### src/rtl/multicycle_ctrl_pkg.sv
// Shared definitions for the multicycle controller: state encodings,
// default watchdog limit and state classification helper.
package multicycle_ctrl_pkg;

    typedef enum logic [2:0] {
        ST_IF     = 3'd0,
        ST_ID     = 3'd1,
        ST_MEM    = 3'd2,
        ST_WB     = 3'd3,
        ST_PC     = 3'd4,
        ST_HALTED = 3'd5,
        ST_ERR    = 3'd6
    } state_e;

    localparam int DEFAULT_TIMEOUT = 64;

    // True for the states that do work and are therefore watched and haltable.
    function automatic logic is_busy(input state_e s);
        return (s == ST_IF) || (s == ST_ID) || (s == ST_MEM) ||
               (s == ST_WB) || (s == ST_PC);
    endfunction

endpackage

### src/rtl/multicycle_ctrl_if.sv
// Control bus between the multicycle controller (master) and the
// datapath stages (slave): decoder flags, done strobes and stage enables.
interface multicycle_ctrl_if #(
    parameter int CNT_W = 32
);
    logic             halt;
    logic             branch;
    logic             regwrite;
    logic             mem_rd;
    logic             mem_wr;
    logic             if_done;
    logic             id_done;
    logic             mem_done;
    logic             wb_done;
    logic             pc_done;
    logic             instrfetch;
    logic             decode;
    logic             mem;
    logic             wb;
    logic             PCwrite;
    logic             halted;
    logic             err;
    logic [2:0]       state;
    logic [CNT_W-1:0] retired;

    modport master (
        input  halt, branch, regwrite, mem_rd, mem_wr,
        input  if_done, id_done, mem_done, wb_done, pc_done,
        output instrfetch, decode, mem, wb, PCwrite, halted, err,
        output state, retired
    );

    modport slave (
        output halt, branch, regwrite, mem_rd, mem_wr,
        output if_done, id_done, mem_done, wb_done, pc_done,
        input  instrfetch, decode, mem, wb, PCwrite, halted, err,
        input  state, retired
    );
endinterface

### src/rtl/multicycle_ctrl_stage_watchdog.sv
// Per-state stall counter: counts cycles spent in one state and flags
// expiry once the count reaches TIMEOUT-1.
module stage_watchdog
    import multicycle_ctrl_pkg::*;
#(
    parameter int TIMEOUT = DEFAULT_TIMEOUT
) (
    input  logic clk,
    input  logic rst_n,
    input  logic clear,
    input  logic enable,
    output logic expire
);
    localparam int W = $clog2(TIMEOUT);
    localparam logic [W-1:0] LAST = W'(TIMEOUT - 1);

    logic [W-1:0] cnt_q;

    // Saturate at LAST so a stalled-but-not-moving state cannot wrap to 0.
    always_ff @(posedge clk or negedge rst_n) begin
        if (!rst_n) begin
            cnt_q <= '0;
        end else if (clear) begin
            cnt_q <= '0;
        end else if (enable && (cnt_q != LAST)) begin
            cnt_q <= cnt_q + 1'b1;
        end
    end

    assign expire = (cnt_q == LAST);

endmodule

### src/rtl/multicycle_ctrl.sv
// Multicycle instruction sequencer: IF/ID/MEM/WB/PC with Moore stage
// enables, stall watchdog, halt handling and retired-instruction counter.
module multicycle_ctrl
    import multicycle_ctrl_pkg::*;
#(
    parameter int HAS_MEM = 1,
    parameter int TIMEOUT = DEFAULT_TIMEOUT,
    parameter int CNT_W   = 32
) (
    input  logic                clk,
    input  logic                rst_n,
    multicycle_ctrl_if.master   bus
);
    state_e           state_q;
    state_e           state_d;
    logic             flg_rd_q;
    logic             flg_rw_q;
    logic [CNT_W-1:0] retired_q;
    logic             wd_expire;
    logic             wd_clear;
    logic             wd_en;
    logic             retire;

    assign wd_clear = (state_d != state_q);
    assign wd_en    = is_busy(state_q);

    stage_watchdog #(.TIMEOUT(TIMEOUT)) u_watchdog (
        .clk    (clk),
        .rst_n  (rst_n),
        .clear  (wd_clear),
        .enable (wd_en),
        .expire (wd_expire)
    );

    always_ff @(posedge clk or negedge rst_n) begin
        if (!rst_n) begin
            state_q <= ST_IF;
        end else begin
            state_q <= state_d;
        end
    end

    // Only mem_rd and regwrite steer a later state (MEM exit), so only those are held.
    always_ff @(posedge clk or negedge rst_n) begin
        if (!rst_n) begin
            flg_rd_q <= 1'b0;
            flg_rw_q <= 1'b0;
        end else if ((state_q == ST_ID) && bus.id_done) begin
            flg_rd_q <= bus.mem_rd;
            flg_rw_q <= bus.regwrite;
        end
    end

    assign retire = (state_q == ST_PC) && bus.pc_done && !bus.halt;

    always_ff @(posedge clk or negedge rst_n) begin
        if (!rst_n) begin
            retired_q <= '0;
        end else if (retire) begin
            retired_q <= retired_q + 1'b1;
        end
    end

    always_comb begin
        state_d = state_q;
        case (state_q)
            ST_IF: begin
                if (bus.if_done)     state_d = ST_ID;
                else if (wd_expire)  state_d = ST_ERR;
            end
            ST_ID: begin
                if (bus.id_done) begin
                    if ((HAS_MEM != 0) && (bus.mem_rd || bus.mem_wr)) state_d = ST_MEM;
                    else if (bus.branch)                              state_d = ST_PC;
                    else if (bus.regwrite)                            state_d = ST_WB;
                    else                                              state_d = ST_PC;
                end else if (wd_expire) begin
                    state_d = ST_ERR;
                end
            end
            ST_MEM: begin
                if (bus.mem_done)    state_d = (flg_rd_q && flg_rw_q) ? ST_WB : ST_PC;
                else if (wd_expire)  state_d = ST_ERR;
            end
            ST_WB: begin
                if (bus.wb_done)     state_d = ST_PC;
                else if (wd_expire)  state_d = ST_ERR;
            end
            ST_PC: begin
                if (bus.pc_done)     state_d = ST_IF;
                else if (wd_expire)  state_d = ST_ERR;
            end
            ST_HALTED: state_d = ST_HALTED;
            ST_ERR:    state_d = ST_ERR;
            default:   state_d = ST_IF;
        endcase
        // Halt beats both done strobes and watchdog expiry; ERR stays ERR.
        if (bus.halt && is_busy(state_q)) begin
            state_d = ST_HALTED;
        end
    end

    assign bus.instrfetch = (state_q == ST_IF);
    assign bus.decode     = (state_q == ST_ID);
    assign bus.mem        = (state_q == ST_MEM);
    assign bus.wb         = (state_q == ST_WB);
    assign bus.PCwrite    = (state_q == ST_PC);
    assign bus.halted     = (state_q == ST_HALTED);
    assign bus.err        = (state_q == ST_ERR);
    assign bus.state      = state_q;
    assign bus.retired    = retired_q;

endmodule

### src/flat_wrapper.sv
// flat-port wrapper written by rule: the top's interface ports become plain ports
module multicycle_ctrl_flat import multicycle_ctrl_pkg::*;
#(
    parameter int HAS_MEM = 1,
    parameter int TIMEOUT = DEFAULT_TIMEOUT,
    parameter int CNT_W   = 32
)
  (clk, rst_n, bus_halt, bus_branch, bus_regwrite, bus_mem_rd, bus_mem_wr, bus_if_done, bus_id_done, bus_mem_done, bus_wb_done, bus_pc_done, bus_instrfetch, bus_decode, bus_mem, bus_wb, bus_PCwrite, bus_halted, bus_err, bus_state, bus_retired);
  multicycle_ctrl_if #(.CNT_W(CNT_W)) bus_i ();
  input  logic clk;
  input  logic rst_n;
  input wire logic [$bits(bus_i.halt)-1:0] bus_halt;
  input wire logic [$bits(bus_i.branch)-1:0] bus_branch;
  input wire logic [$bits(bus_i.regwrite)-1:0] bus_regwrite;
  input wire logic [$bits(bus_i.mem_rd)-1:0] bus_mem_rd;
  input wire logic [$bits(bus_i.mem_wr)-1:0] bus_mem_wr;
  input wire logic [$bits(bus_i.if_done)-1:0] bus_if_done;
  input wire logic [$bits(bus_i.id_done)-1:0] bus_id_done;
  input wire logic [$bits(bus_i.mem_done)-1:0] bus_mem_done;
  input wire logic [$bits(bus_i.wb_done)-1:0] bus_wb_done;
  input wire logic [$bits(bus_i.pc_done)-1:0] bus_pc_done;
  output wire logic [$bits(bus_i.instrfetch)-1:0] bus_instrfetch;
  output wire logic [$bits(bus_i.decode)-1:0] bus_decode;
  output wire logic [$bits(bus_i.mem)-1:0] bus_mem;
  output wire logic [$bits(bus_i.wb)-1:0] bus_wb;
  output wire logic [$bits(bus_i.PCwrite)-1:0] bus_PCwrite;
  output wire logic [$bits(bus_i.halted)-1:0] bus_halted;
  output wire logic [$bits(bus_i.err)-1:0] bus_err;
  output wire logic [$bits(bus_i.state)-1:0] bus_state;
  output wire logic [$bits(bus_i.retired)-1:0] bus_retired;
  assign bus_i.halt = bus_halt;
  assign bus_i.branch = bus_branch;
  assign bus_i.regwrite = bus_regwrite;
  assign bus_i.mem_rd = bus_mem_rd;
  assign bus_i.mem_wr = bus_mem_wr;
  assign bus_i.if_done = bus_if_done;
  assign bus_i.id_done = bus_id_done;
  assign bus_i.mem_done = bus_mem_done;
  assign bus_i.wb_done = bus_wb_done;
  assign bus_i.pc_done = bus_pc_done;
  assign bus_instrfetch = bus_i.instrfetch;
  assign bus_decode = bus_i.decode;
  assign bus_mem = bus_i.mem;
  assign bus_wb = bus_i.wb;
  assign bus_PCwrite = bus_i.PCwrite;
  assign bus_halted = bus_i.halted;
  assign bus_err = bus_i.err;
  assign bus_state = bus_i.state;
  assign bus_retired = bus_i.retired;
  multicycle_ctrl #(.HAS_MEM(HAS_MEM), .TIMEOUT(TIMEOUT), .CNT_W(CNT_W)) u_core (.clk(clk), .rst_n(rst_n), .bus(bus_i));
endmodule
### config.mk
export PLATFORM = sky130hd
export DESIGN_NAME = multicycle_ctrl_flat
export DESIGN_NICKNAME = d
export VERILOG_FILES = /design/src/rtl/multicycle_ctrl_pkg.sv /design/src/rtl/multicycle_ctrl_if.sv /design/src/rtl/multicycle_ctrl_stage_watchdog.sv /design/src/rtl/multicycle_ctrl.sv /design/src/flat_wrapper.sv
export SDC_FILE = /design/constraint.sdc
export NUM_CORES = 1
export LEC_CHECK = 0
export CORE_MARGIN = 4
export CORE_UTILIZATION = 25
export CTS_BUF_LIST = sky130_fd_sc_hd__clkbuf_8
export CTS_CLUSTER_DIAMETER = 30
export DETAILED_ROUTE_END_ITERATION = 16
export GPL_ROUTABILITY_DRIVEN = 0
export PLACE_DENSITY = 0.48
export SYNTH_ARGS = -nofsm -noshare
export SYNTH_HDL_FRONTEND = slang
export SYNTH_SLANG_ARGS = --single-unit
### constraint.sdc
create_clock -name clk -period 3.3 [get_ports clk]
set_input_delay 0.66 -clock clk [delete_from_list [all_inputs] [get_ports clk]]
set_output_delay 0.66 -clock clk [all_outputs]
set_load 0.005 [all_outputs]
=== Word level (Yosys, flattened, before mapping) ===
Index checks and enable logic that the tools add are counted.

* Register bits after elaboration: 43
* Input port bits: 12
* Logic and storage cells: 44
* Output and inout port bits: 42

* Mux-type cells: 14
* $add $sub $neg: 2
* Eq/ne operators: 9
* Reductions and logical operators: 14

{| class="wikitable"
|+ Operators by type and width
! operator !! count
|-
| 3-bit 2-to-1 mux || 11
|-
| 32-bit by 1-bit adder with 32-bit output (second input constant) || 1
|-
| 3-bit case mux with 7 select lines || 1
|-
| 6-bit 2-to-1 mux || 2
|-
| 3-bit == test (second input constant) || 3
|-
| 6-bit by 1-bit adder with 6-bit output (second input constant) || 1
|-
| 3-bit by 2-bit == test with 1-bit output (second input constant) || 2
|-
| 6-bit == test (second input constant) || 1
|-
| 1-bit logical AND || 6
|-
| 6-bit != test (second input constant) || 1
|-
| 1-bit logical OR || 5
|-
| 3-bit by 1-bit == test with 1-bit output (second input constant) || 1
|-
| 3-bit logical NOT || 1
|-
| 3-bit != test || 1
|-
| 2-bit nonzero test || 1
|-
| 1-bit logical NOT || 1
|}

=== Longest topological paths before layout ===
Gate-level depths: netlist of run 1.

* Word-level depth: 9
* Mapped depth: 8
* Depth with buffers taken out: 6

=== Cells and area by module ===
A second synthesis of run 1 with hierarchy kept.

* Cell total of the unflattened synthesis: 234
* Area total of the unflattened synthesis: 2372.3 um^2

{| class="wikitable"
|+ Modules (own cells, without submodules)
! module !! times used !! sequential area each (um^2) !! cells each !! area an instance (um^2)
|-
| multicycle_ctrl || 1 || 925.9 || 202 || 2030.7
|-
| stage_watchdog || 1 || 150.1 || 32 || 341.6
|}

=== Worst setup path after synthesis of run 1 ===
Ideal clock, no wire load.

* Path kind: input-to-reg
* From: input bus_mem_done
* To: register u_core.u_watchdog.cnt_q[4]
* Stages: 6
* Required time: 3189 ps
* Setup slack: 1204 ps
* Arrival time: 1985 ps
* Path buffers: 0
* Setup time: 111 ps
* Path through: a21boi_0 -> o32ai_2 -> a311o_2 -> o211ai_2 -> o2111ai_4 -> a2111oi_2

* Word-level cells in the longest chain between the ends: 5
* Elaborated cells on any way between the ends: 6
* Classes of those cells: 1 x eq/ne; 4 x mux; 1 x reduce/logical

{| class="wikitable"
|+ RTL lines
! what !! line !! source
|-
| start, declared || flat_wrapper.sv:19 || <nowiki>input wire logic [$bits(bus_i.mem_done)-1:0] bus_mem_done;</nowiki>
|-
| 3-bit 2-to-1 mux * || multicycle_ctrl.sv:82 || <nowiki>if (bus.mem_done) state_d = (flg_rd_q && flg_rw_q) ? ST_WB : ST_PC;</nowiki>
|-
| 3-bit case mux with 7 select lines * || multicycle_ctrl.sv:66 || <nowiki>case (state_q)</nowiki>
|-
| 3-bit 2-to-1 mux * || multicycle_ctrl.sv:98 || <nowiki>if (bus.halt && is_busy(state_q)) begin</nowiki>
|-
| 3-bit != test * || multicycle_ctrl.sv:24 || <nowiki>assign wd_clear = (state_d != state_q);</nowiki>
|-
| 6-bit 2-to-1 mux / 2-bit nonzero test (equally long branches) || - ||
|-
| end signal, assigned || multicycle_ctrl_stage_watchdog.sv:26 || <nowiki>cnt_q <= cnt_q + 1'b1;</nowiki>
|-
| end, declared || multicycle_ctrl_stage_watchdog.sv:17 || <nowiki>logic [W-1:0] cnt_q;</nowiki>
|}

Every way passes the cells marked *; elsewhere a longest branch is shown, timed or not.
A chain may end at the register's enable or synchronous reset.

=== Worst setup path after layout of run 1 ===
* From: register u_core.state_q[1], in the netlist u_core.bus.state[1]
* To: output bus_mem

* Word-level cells in the longest chain between the ends: 1

{| class="wikitable"
|+ RTL lines
! what !! line !! source
|-
| start, declared || multicycle_ctrl.sv:14 || <nowiki>state_e state_q;</nowiki>
|-
| start signal, assigned || multicycle_ctrl.sv:39 || <nowiki>state_q <= state_d;</nowiki>
|-
| 3-bit by 2-bit == test with 1-bit output || multicycle_ctrl.sv:105 || <nowiki>assign bus.mem = (state_q == ST_MEM);</nowiki>
|-
| end, declared || flat_wrapper.sv:24 || <nowiki>output wire logic [$bits(bus_i.mem)-1:0] bus_mem;</nowiki>
|}

Every way passes these cells.

==> results of run 1 <==
-- through the flow --
step	hold WS, ns	worst slack [ns]	std cells	total power (uW)
global route	0.507	0.430	404	1670
detailed placement	0.467	0.487	396	1250
floorplan	0.364	1.20	225	1090
finish	0.473	0.541	404	1560
CTS	0.481	0.523	404	1580
global placement	0.457	0.547	396	1250
-- area by class of cell --
cell class | count | area, sq um
clock buffer | 5 | 68.8
sequential | 43 | 1080
fill | 947 | 6240
timing repair buffer | 54 | 533
tap | 129 | 161
clock inverter | 3 | 16.3
inverter | 6 | 22.5
multi-input combinational | 164 | 1210
-- metal layers --
layer  vias to the layer above  track usage  share of wire
li1                        906            -              -
met1                       883        0.131           0.49
met2                        30        0.152           0.46
met3                         2       0.0225          0.035
met4                         0       0.0185         0.0065
met5                         -            0              0
-- worst register-to-register path: cells and delay by family (launching register included) --
| kind | cells | cell delay [ns] |
|---|---|---|
| xor+xnor | 1 | 0.14 |
| flops | 1 | 0.65 |
| simple gates | 5 | 1.59 |
-- sequential cells by signal, indices dropped and copies added (netlist names) --
name and flops:
u_core.u_watchdog.cnt_q 6, u_core.bus.state 3, u_core.bus.retired 32, u_core.flg_rd_q 1
u_core.flg_rw_q 1
-- path summary, 6_finish.rpt --
path	from	cells after the start	end	slack [ns]
min reg2reg	u_core.bus.retired[31]	1	u_core.bus.retired[31]	0.47
max	u_core.bus.state[1]	3	bus_mem	0.54
max in group asynchronous	rst_n	1	u_core.u_watchdog.cnt_q[4]	2.16
min in group asynchronous	rst_n	1	u_core.bus.retired[0]	0.51
min	u_core.bus.retired[31]	1	u_core.bus.retired[31]	0.47
max reg2reg	u_core.bus.state[0]	6	u_core.bus.retired[9]	0.82
-- layout by cell type (no fill, tap or decap), types with 5 or more instances in the layout --
cell / Yosys / layout
a21oi_1: 5 / 5
and2_1: 5 / 5
and3_1: 9 / 9
and4_1: 5 / 5
clkbuf_8: 0 / 5
clkdlybuf4s50_1: 0 / 52
dfrtp_1: 43 / 43
inv_1: 6 / 7
nand2_1: 17 / 17
nand3_1: 14 / 14
nand4_1: 9 / 9
nor2_1: 12 / 12
nor3_1: 7 / 7
xnor2_1: 23 / 23
xor2_1: 10 / 10
-- cells by family after synthesis --
kind of cell             share of synthesized area
AND/OR/NAND/NOR                              0.234
flip-flops                                   0.445
XOR/XNOR                                     0.126
AO/OA/AOI/OAI                                0.114
buffers and inverters                       0.0523
multiplexers                                0.0181
adder cells (fa/ha/maj)                     0.0104
-- report_power, final --
group	total [uW]	switching (uW)	internal, uW
clock network	324	179	145
logic	552	265	287
registers	682	104	578
total	1560	548	1010
==> flow_summary.json, run 1 <==
{
  "synthArstFlopShare": 1.00,
  "report.final.setup_viol": 0,
  "largest_fanout_on_the_critical_path": 21,
  "leakage_uw": 0.00127,
  "startpoint_type": "flop",
  "worstHoldPathType": "reg -> reg",
  "routedWlPerCell_um": 12.9,
  "seq_area_frac_synth": 0.445,
  "finalHoldViolations": 0,
  "fin_util": 0.331,
  "coreArea_sq_um": 9330,
  "clock_latency_ns": 0.29,
  "antenna_violations_before_repair": 0,
  "setup_repair_after_global_routing_missed_its_margin": "no",
  "timing.slew.headroom": 0.347,
  "total_via_count_in_the_routed_design": 1821,
  "cts.clk_slew.worst_paths_ns": 0.09,
  "cts_htree_levels": 2,
  "cts_tree": "done",
  "fin_skew_ns": 0.00935,
  "yosysMostFrequentCell": "dfrtp_1",
  "root_buffer": "clkbuf_8",
  "largest_net_degree_at_the_start_of_global_routing": 44,
  "start_util": 0.259,
  "timing.final.crit_period_ns": 2.76,
  "postSynthRegisterBits": 43,
  "detailed_route_wire_length_mm": 5.23,
  "postPlaceCellArea_sq_um": 3010,
  "cell_type_group_with_the_largest_total_delay_on_the_critical_path": "flip-flops",
  "grt-ovfl-total": 0,
  "post-cts-setup-buffers": 0,
  "netlist_instances": 225,
  "synthesis.nets": 239,
  "num_antenna_cells": 0,
  "vdd_ir_drop_max_mv": 0.190,
  "final.period_utilization": 0.836,
  "fin_tns_setup_ns": 0,
  "synth-main-ff-cell": "dfrtp_1",
  "io_pins": 54,
  "tritoncts_num_sinks": 43,
  "fp.dieArea_sq_um": 11300,
  "synth_enable_flop_cells": 0,
  "yosysUniqueCellTypes": 55,
  "peak_clock_frequency_supported_by_timing_ghz": 0.362,
  "synth.area.top_cells": "dfrtp_1 (45%), xnor2_1 (8.3%), xor2_1 (3.6%)",
  "number_of_nets_with_antenna_violations_after_detailed_routing": 0,
  "drive_above_1_share": 0.113,
  "synth-warning-count": 0,
  "run_status": "complete, no violations",
  "netlist.top_cell.by_area": "dfrtp_1",
  "drtIter0Drc": 107,
  "grt_use_total": 0.0948,
  "synth_area_per_cell_sq_um": 10.7,
  "fin_area_sq_um": 3090,
  "die_width_um": 106,
  "syn_to_final_growth_pct": 28.0,
  "worst_path_max_delay_cell": "dfrtp_1",
  "cts-buffers-inserted": 5,
  "power.density_nw_per_um2": 504,
  "cts_hold_repair.buffers": 0,
  "row_count": 35,
  "wire_length_of_the_first_global_routing_pass_mm": 8.97,
  "worstPathArrival_ns": 2.10,
  "drtPass1Iterations": 4,
  "syn_area_sq_um": 2420,
  "crit_path_cell_trace": "or3b_1, inv_1, clkdlybuf4s50_1",
  "synth_largest_type_area_fraction": 0.445,
  "first_global_vias": 1793,
  "viasPerCell": 4.51,
  "tightest_slew_ns": 0.979,
  "ctsLongestPathBuffers": 2,
  "critPathBufInv": 2,
  "critical_path.endpoint_type": "primary output",
  "maxCapViolCount": 0,
  "hpwl_mm": 3.86,
  "report.final.slew_viol_count": 0,
  "critPathRequiredTime_ns": 2.64,
  "cts.repair.resized": 0,
  "worst-setup-path-type": "reg -> out",
  "synth.top_cells.by_count": "dfrtp_1 (43), xnor2_1 (23), nand2_1 (17)",
  "port-buffer-count": 53,
  "dieHeight_um": 106,
  "crit_path_max_incr_delay_ns": 0.75,
  "detail_route.drc_violations": 0,
  "layout.nets": 288
}
Power figures use the tool's default switching activity.
==> inputs of run 2 (changes only) <==
--- a/config.mk
+++ b/config.mk
@@ -11,7 +11,7 @@
 export CTS_CLUSTER_DIAMETER = 30
 export DETAILED_ROUTE_END_ITERATION = 16
 export GPL_ROUTABILITY_DRIVEN = 0
-export PLACE_DENSITY = 0.48
+export PLACE_DENSITY = 0.5
 export SYNTH_ARGS = -nofsm -noshare
 export SYNTH_HDL_FRONTEND = slang
 export SYNTH_SLANG_ARGS = --single-unit
==> constraint.sdc (replaced) <==
create_clock -name clk -period 2.3 [get_ports clk]
set_input_delay 0.46 -clock clk [delete_from_list [all_inputs] [get_ports clk]]
set_output_delay 0.46 -clock clk [all_outputs]
set_load 0.005 [all_outputs]
==> run 2 against run 1 <==
- worst hold slack lost 0.35 ns
- sequential share of layout area shrank 2.0 points
- combinational power grew 78%
- critical path depth is the same
- wire length grew 5.4%
- cell count grew 5.9%
- critical path type unchanged
==> flow_summary.json, run 2 (synthesis results as in run 1) <==
{
  "run_status": "complete, no violations",
  "detail_route.drc_violations": 0,
  "startpoint_type": "flop",
  "cts-buffers-inserted": 5,
  "p_total_uw": 2390,
  "fin_area_sq_um": 3290,
  "timing.final.crit_period_ns": 2.24,
  "root_buffer": "clkbuf_8",
  "maxCapViolCount": 0,
  "grt_use_total": 0.102,
  "io_pins": 54,
  "vdd_ir_drop_max_mv": 0.214,
  "fin_tns_setup_ns": 0,
  "routedWlPerCell_um": 12.9,
  "multi_input_comb_area_sq_um": 1210,
  "dieHeight_um": 106,
  "report.final.setup_viol": 0,
  "leakage_uw": 0.00139,
  "grt-ovfl-total": 0,
  "tightest_slew_ns": 0.509,
  "cts.clk_slew.worst_paths_ns": 0.08,
  "largest_net_degree_at_the_start_of_global_routing": 24,
  "final_cell_mix": "clkdlybuf4s50_1 (52), dfrtp_1 (40), buf_4 (24)",
  "finalWorstSetupSlack_ns": 0.0594,
  "worst-setup-path-type": "reg -> out",
  "nFillCells": 961,
  "num_antenna_cells": 0,
  "power.density_nw_per_um2": 726,
  "clock_latency_ns": 0.29,
  "worstPathArrival_ns": 1.78,
  "wire_length_of_the_first_global_routing_pass_mm": 9.49,
  "number_of_nets_with_antenna_violations_after_detailed_routing": 0,
  "worstHoldPathType": "in -> async",
  "dp_slack_ns": -0.224,
  "area.sequential_sq_um": 1080,
  "drtIter0Drc": 56,
  "tritoncts_num_sinks": 43,
  "largest_fanout_on_the_critical_path": 8,
  "drtPass1Iterations": 4,
  "hpwl_mm": 4.30,
  "critical_path.endpoint_type": "primary output",
  "row_count": 35,
  "antenna_violations_before_repair": 0,
  "fin_skew_ns": 0.00593,
  "timing.slew.headroom": 0.657,
  "cts_htree_levels": 2,
  "first_global_vias": 1941,
  "setup_repair_after_global_routing_missed_its_margin": "yes",
  "layout.cells.most_common": "clkdlybuf4s50_1",
  "cts_tree": "done",
  "die_width_um": 106,
  "start_util": 0.259,
  "ctsLongestPathBuffers": 2,
  "finalHoldViolations": 0,
  "detailed_route_wire_length_mm": 5.51,
  "max_reg_flops": 32,
  "total_via_count_in_the_routed_design": 1889,
  "fin_util": 0.353,
  "coreArea_sq_um": 9330,
  "peak_clock_frequency_supported_by_timing_ghz": 0.446,
  "syn_to_final_growth_pct": 36.1,
  "worstRegToRegCells": 7,
  "drive_above_1_share": 0.194,
  "port-buffer-count": 53,
  "final.period_utilization": 0.974,
  "layout.nets": 312,
  "fp.dieArea_sq_um": 11300,
  "critPathRequiredTime_ns": 1.84,
  "report.final.slew_viol_count": 0,
  "viasPerCell": 4.41,
  "postPlaceCellArea_sq_um": 3180
}
[run 2: changes by cell type in the layout (fill, tap and decap cells not counted), sizes merged]
| cell | before | now |
|---|---|---|
| buf | 2 | 26 |
[run 2: stage by stage]
stage	std cells	hold WS (ns)
detailed placement	417	0.464
floorplan	225	0.164
CTS	427	0.139
finish	428	0.127
global route	428	0.158
global placement	417	0.456
[run 2: critical path: stages, from the launching register on]
cell and delay [ns]:
dfrtp_2 0.47, or3b_1 0.43, inv_1 0.10, clkdlybuf4s50_1 0.50
[run 2: timing repair]
action,CTS,global route
buffers inserted,2,1
pin swaps,0,0
gates resized for setup,3,1
setup endpoints to repair,2,4
hold buffers,0,0
[run 2: final timing paths]
kind	start	to	slack, ns
setup / recovery	u_core.bus.state[2]	bus_mem	0.06
min in group clk	u_core.bus.retired[31]	u_core.bus.retired[31]	0.47
hold / removal	rst_n	u_core.bus.retired[0]	0.13
hold reg to reg	u_core.bus.retired[31]	u_core.bus.retired[31]	0.47
setup reg to reg	u_core.bus.state[0]	u_core.u_watchdog.cnt_q[5]	0.22
max in group asynchronous	rst_n	u_core.bus.retired[25]	1.67
[run 2: area by class of cell]
class,count,area share
inverter,6,0.00685
clock inverter,3,0.00495
multi-input combinational,164,0.369
clock buffer,5,0.0209
tap,129,0.0491
sequential,43,0.328
timing repair buffer,78,0.221
[run 2: per-layer routing]
| layer | vias to the layer above | track usage | share of wire |
|---|---|---|---|
| met2 | 31 | 0.171 | 0.48 |
| met3 | 2 | 0.0219 | 0.038 |
| li1 | 950 | - | - |
| met4 | 0 | 0.0250 | 0.0062 |
| met5 | - | 0 | 0 |
| met1 | 906 | 0.132 | 0.48 |
[run 2: where the power goes]
part | switching, uW | internal (uW)
combinational | 449 | 532
clock | 261 | 208
sequential | 102 | 834
